## config.mk

```make
export PLATFORM = sky130hd
export DESIGN_NAME = bram_pwr_seq
export DESIGN_NICKNAME = d
export VERILOG_FILES = /design/src/rtl/bram_pwr_seq.sv
export SDC_FILE = /design/constraint.sdc
export NUM_CORES = 1
export LEC_CHECK = 0
export CAP_MARGIN = 10
export CORE_ASPECT_RATIO = 1.4
export CORE_MARGIN = 5
export CORE_UTILIZATION = 50
export CTS_CLUSTER_SIZE = 30
export DETAILED_ROUTE_END_ITERATION = 16
export GPL_TIMING_DRIVEN = 0
export PLACE_DENSITY_LB_ADDON = 0.12
export SETUP_SLACK_MARGIN = 0.4
export SLEW_MARGIN = 20
export SYNTH_ARGS = -nofsm -noshare
export SYNTH_HDL_FRONTEND = slang
export SYNTH_SLANG_ARGS = --single-unit
```

## constraint.sdc

```tcl
create_clock -name clk -period 6.75 [get_ports clk]
set_clock_uncertainty 0.15 [all_clocks]
set_input_delay 1.0125 -clock clk [delete_from_list [all_inputs] [get_ports clk]]
set_output_delay 1.0125 -clock clk [all_outputs]
set_load 0.01 [all_outputs]
```

## src/rtl/bram_pwr_seq.sv

```systemverilog
// Run sequencer and result collector for an array of BRAM power-test DUTs:
// staged enable ramp, settle window, timed pass-flag sampling and verdict.
module bram_pwr_seq #(
    parameter int N_DUT      = 8,
    parameter int STAGE_CYC  = 4,
    parameter int SETTLE_CYC = 16,
    parameter int RUN_W      = 16
) (
    input  logic               clk,
    input  logic               rst,
    input  logic               go,
    input  logic               abort,
    input  logic [RUN_W-1:0]   run_len,
    output logic [N_DUT-1:0]   dut_start,
    output logic [N_DUT-1:0]   dut_enable,
    input  logic [N_DUT-1:0]   dut_pass,
    output logic               busy,
    output logic               done,
    output logic               all_pass,
    output logic               aborted,
    output logic [N_DUT-1:0]   fail_mask,
    output logic [15:0]        fail_cnt
);

    typedef enum logic [2:0] {
        S_IDLE   = 3'd0,
        S_RAMP   = 3'd1,
        S_SETTLE = 3'd2,
        S_CHECK  = 3'd3,
        S_DONE   = 3'd4
    } state_t;

    localparam int CNT_MAX = (STAGE_CYC > SETTLE_CYC) ? STAGE_CYC : SETTLE_CYC;
    localparam int CNT_W   = $clog2(CNT_MAX + 1);
    localparam logic [CNT_W-1:0] STAGE_LAST  = CNT_W'(STAGE_CYC - 1);
    localparam logic [CNT_W-1:0] SETTLE_LAST = CNT_W'(SETTLE_CYC - 1);
    localparam logic [N_DUT-1:0] BIT0        = N_DUT'(1'b1);
    localparam logic [N_DUT-1:0] ALL_ONES    = {N_DUT{1'b1}};

    state_t             state_r;
    logic [CNT_W-1:0]   cnt_r;
    logic [RUN_W-1:0]   rem_r;
    logic               run_active_s;

    assign run_active_s = (state_r == S_RAMP) || (state_r == S_SETTLE) || (state_r == S_CHECK);

    // Enable and start are the same registered vector by contract.
    assign dut_enable = dut_start;

    // Sequencer FSM with all outputs registered.
    always_ff @(posedge clk) begin
        if (rst) begin
            state_r   <= S_IDLE;
            cnt_r     <= {CNT_W{1'b0}};
            rem_r     <= {RUN_W{1'b0}};
            dut_start <= {N_DUT{1'b0}};
            busy      <= 1'b0;
            done      <= 1'b0;
            all_pass  <= 1'b0;
            aborted   <= 1'b0;
            fail_mask <= {N_DUT{1'b0}};
            fail_cnt  <= 16'h0000;
        end else if (abort && run_active_s) begin
            // The abort cycle's pass flags are deliberately not sampled.
            state_r  <= S_DONE;
            done     <= 1'b1;
            all_pass <= 1'b0;
            aborted  <= 1'b1;
        end else begin
            case (state_r)
                S_IDLE: begin
                    if (go && !abort) begin
                        fail_mask <= {N_DUT{1'b0}};
                        fail_cnt  <= 16'h0000;
                        all_pass  <= 1'b0;
                        aborted   <= 1'b0;
                        rem_r     <= (run_len == {RUN_W{1'b0}}) ? RUN_W'(1'b1) : run_len;
                        dut_start <= BIT0;
                        busy      <= 1'b1;
                        cnt_r     <= {CNT_W{1'b0}};
                        state_r   <= S_RAMP;
                    end else begin
                        state_r <= S_IDLE;
                    end
                end
                S_RAMP: begin
                    if (dut_start[N_DUT-1]) begin
                        cnt_r   <= {CNT_W{1'b0}};
                        state_r <= S_SETTLE;
                    end else if (cnt_r == STAGE_LAST) begin
                        dut_start <= (dut_start << 1) | BIT0;
                        cnt_r     <= {CNT_W{1'b0}};
                    end else begin
                        cnt_r <= cnt_r + CNT_W'(1'b1);
                    end
                end
                S_SETTLE: begin
                    if (cnt_r == SETTLE_LAST) begin
                        state_r <= S_CHECK;
                    end else begin
                        cnt_r <= cnt_r + CNT_W'(1'b1);
                    end
                end
                S_CHECK: begin
                    fail_mask <= fail_mask | ~dut_pass;
                    if ((dut_pass != ALL_ONES) && (fail_cnt != 16'hFFFF)) begin
                        fail_cnt <= fail_cnt + 16'd1;
                    end
                    if (rem_r == RUN_W'(1'b1)) begin
                        state_r  <= S_DONE;
                        done     <= 1'b1;
                        all_pass <= ((fail_mask | ~dut_pass) == {N_DUT{1'b0}});
                    end else begin
                        rem_r <= rem_r - RUN_W'(1'b1);
                    end
                end
                S_DONE: begin
                    state_r   <= S_IDLE;
                    done      <= 1'b0;
                    busy      <= 1'b0;
                    dut_start <= {N_DUT{1'b0}};
                end
                default: begin
                    state_r   <= S_IDLE;
                    done      <= 1'b0;
                    busy      <= 1'b0;
                    dut_start <= {N_DUT{1'b0}};
                end
            endcase
        end
    end

endmodule

```

==> reports/metrics.csv <==
stage,metric,value,unit
sta,final.setup.tns,0,ns
clock_network,clock_path_buffers,2,
sta,postLayoutSetupSlackWorst,3.79,ns
sta,whs,0.333,ns
finish,drive_above_1_share,8.67,%
yosys,synth_warnings,0,
die,initial_core_util,51.7,%
yosys,synth_seq_cells,60,
worst_setup_path,crit_type,in2reg,
finish,final_util,67.0,%
die,die_x,77.9,um
grt,grt_antenna_before_repair,0,
clock_network,htree_num_levels,3,
sta,maxSlewViolCount,0,
outcome,outcome,completed,
sta,setup_violations,0,
worst_setup_path,rr_startpoint,cnt_r[0],
grt,grt_pass1_wl,15200,um
grt,grt_pass1_vias,3225,
pwr,pwr-share-clk,37.3,%
clock_network,cts_buffers,9,
yosys,netlist-cell-type-count,64,
worst_setup_path,worstPathArrival,3.08,ns
clock_network,cts_sinks,60,
clock_network,hold_buffers,0,
worst_setup_path,crit_chain,clkdlybuf4s50_1 -> nor2_2 -> nand3_1 -> clkbuf_1 -> o21ai_1 -> buf_2 -> o211ai_1 -> a21oi_1,
pwr,power,0.786,mW
sta,finalCritPeriodShare,43.8,%
finish,fin_area,4190,um^2
worst_setup_path,crit_start,abort,
yosys,avgSynthCellArea,7.86,um^2
clock_network,clk_pin_slew,0.07,ns
finish,antenna_cells,0,
die,fp.coreArea,6250,um^2
worst_setup_path,rrSetupSlack,4.25,ns
grt,grtUsageTotal,22.4,%
routing,first_pass_iters,5,
worst_setup_path,critPathMaxFanout,10,
worst_setup_path,critical_path.endpoint,rem_r[1],
yosys,syn-num-nets,444,
pwr,p_int,0.565,mW
pwr,seq_power_share,47.5,%
run,maxCapViolCount,0,
pwr,switchingPower,0.221,mW
yosys,synth_ff_type,dfxtp_1,
clock_network,clkLatencyLatePin,0.34,ns
worst_setup_path,cp.required,6.87,ns
worst_setup_path,rr_endpoint,cnt_r[2],
worst_setup_path,startpoint_type,primary input,
worst_setup_path,cp_slowest_cell,clkdlybuf4s50_1,
die,ios,72,
clock_network,cts.root.buffer_cell,clkbuf_8,
pwr,switching_share,28.1,%
yosys,synth-async-reset-ratio,0,%
clock_network,cts_tree,yes,
finish,layout_commonest_cell,clkdlybuf4s50_1,
die,die-area,8190,um^2
routing,vias,3481,
finish,nets,525,
routing,drcViolationCount,0,
yosys,synth_area,3230,um^2
worst_setup_path,worst_setup_path_end_kind,flip-flop,
sta,hold_viol,0,
place,numPortBuffers,70,
place,dpl_cell_area,4020,um^2
yosys,synth_edf_count,0,
place,placed_cells,553,
pwr,power_density,187,nW/um^2
routing,ant_nets,0,
routing,avgViaCountPerCell,6.13,
place,place_hpwl,6930,um
sta,fmax,338,MHz
place,finalWeightedCongestion,0.912,
routing,drt_iter0_markers,244,
routing,wirelength,9360,um
pwr,p_leak,1.47,nW
sta,worst_slew_pin_slew,0.678,ns
yosys,syn_inst,411,
die,placementRows,34,
sta,relSlewSlack,54.7,%
pwr,combPwrFrac,15.3,%
yosys,synth_seq_area_share,37.2,%
die,die_h,105,um
finish,area_growth,29.7,%
clock_network,post_cts_buffers,0,
worst_setup_path,critPathMaxStageDelay,0.54,ns
finish,layout_common_cells,"70 x clkdlybuf4s50_1, 60 x dfxtp_1, 53 x a21oi_1",
sta,min_period,2.96,ns
grt,grt_max_degree,11,
place,place_ws,3.50,ns
clock_network,cts_resized,0,
min_path,hold_path.class,reg2reg,
grt,overflow,0,
sta,rsz0062_at_grt,no,
pwr,peakVddDrop,166,uV
worst_setup_path,reg2reg_depth,8,
routing,routedWlPerCell,16.5,um
finish,num-fill-cells,548,
finish,fin_cells,568,
[worst max-delay path, delay by kind of cell]
kind | cells | cell delay (ns)
buffers and inverters | 3 | 1.11
AO/OA/AOI/OAI | 3 | 0.68
AND/OR/NAND/NOR | 2 | 0.28
[per-layer routing]
| layer | share of wire [%] | vias to the layer above | track usage [%] |
|---|---|---|---|
| met2 | 52 | 149 | 40.8 |
| li1 | - | 1683 | - |
| met5 | 0 | - | 0 |
| met4 | 2.2 | 0 | 7.85 |
| met3 | 6.7 | 30 | 4.56 |
| met1 | 39 | 1619 | 25.4 |
[power by group through the flow]
stage,registers [mW],clock network (mW),logic [mW]
6_report,0.373,0.293,0.120
5_1_grt,0.374,0.314,0.129
4_1_cts,0.372,0.296,0.118
3_5_place_dp,0.380,0,0.118
3_3_place_gp,0.380,0,0.116
2_1_floorplan,0.379,0,0.0727
[worst min path at each step]
stage                     startpoint  endpoint  slack (ns)  cells past startpoint
after floorplan             cnt_r[1]  cnt_r[1]        0.30                      2
after global routing            busy      busy        0.36                      2
after detailed placement        busy      busy        0.32                      2
after global placement      cnt_r[1]  cnt_r[1]        0.31                      2
after CTS                       busy      busy        0.33                      2
final                           busy      busy        0.33                      2
[layout make-up]
| type | instances | area [um^2] | share of cell area, % |
|---|---|---|---|
| multi-input cells | 313 | 1830 | 43.7 |
| flip-flops and latches | 60 | 1200 | 28.7 |
| repair buffers | 70 | 701 | 16.7 |
| plain buffers | 30 | 168 | 4.00 |
| clock buffers | 13 | 159 | 3.79 |
| well taps | 72 | 90.1 | 2.15 |
| inverters | 8 | 30.0 | 0.716 |
| clock inverters | 2 | 10.0 | 0.239 |
[state kept, by name (all words and copies together), names as in the netlist]
| name | cells |
|---|---|
| fail_cnt | 16 |
| rem_r | 16 |
| dut_enable | 8 |
| fail_mask | 8 |
| cnt_r | 5 |
| state_r | 3 |
| aborted | 1 |
| all_pass | 1 |
| busy | 1 |
| done | 1 |
[kinds of logic after synthesis]
| group | after synthesis | synth area share [%] |
|---|---|---|
| flip-flops | 60 | 37.2 |
| buffers and inverters | 38 | 6.12 |
| XOR/XNOR | 2 | 0.542 |
| AO/OA/AOI/OAI | 121 | 23.0 |
| adder cells (fa/ha/maj) | 5 | 1.94 |
| AND/OR/NAND/NOR | 182 | 30.3 |
| multiplexers | 3 | 0.968 |
[synth_stat cells (2+ instances only)]
cell | n | area [um^2]
dfxtp_1 | 60 | 1200
a21oi_1 | 53 | 265
nand2_1 | 46 | 173
nor2_1 | 41 | 154
nand3_1 | 17 | 85.1
nor3_1 | 16 | 80.1
clkbuf_1 | 14 | 52.6
o21ai_1 | 13 | 65.1
o21ai_0 | 10 | 50.1
or4_1 | 10 | 75.1
buf_4 | 9 | 67.6
nand4_1 | 9 | 56.3
nor4_1 | 9 | 56.3
inv_1 | 7 | 26.3
o31ai_1 | 7 | 52.6
buf_2 | 5 | 25.0
ha_1 | 5 | 62.6
or3_1 | 5 | 31.3
a31o_2 | 4 | 35.0
a31oi_1 | 4 | 25.0
and3_1 | 4 | 25.0
o211ai_1 | 4 | 30.0
nand3b_1 | 3 | 22.5
nor3b_1 | 3 | 22.5
o21a_1 | 3 | 22.5
a21o_1 | 2 | 15.0
a22o_1 | 2 | 17.5
a22oi_1 | 2 | 15.0
and4_1 | 2 | 17.5
buf_6 | 2 | 22.5
mux2i_1 | 2 | 20.0
nor2b_1 | 2 | 12.5
nor4_2 | 2 | 25.0
nor4b_1 | 2 | 17.5
o21bai_1 | 2 | 15.0
o31a_1 | 2 | 17.5
(Power assumes the default switching activity.)
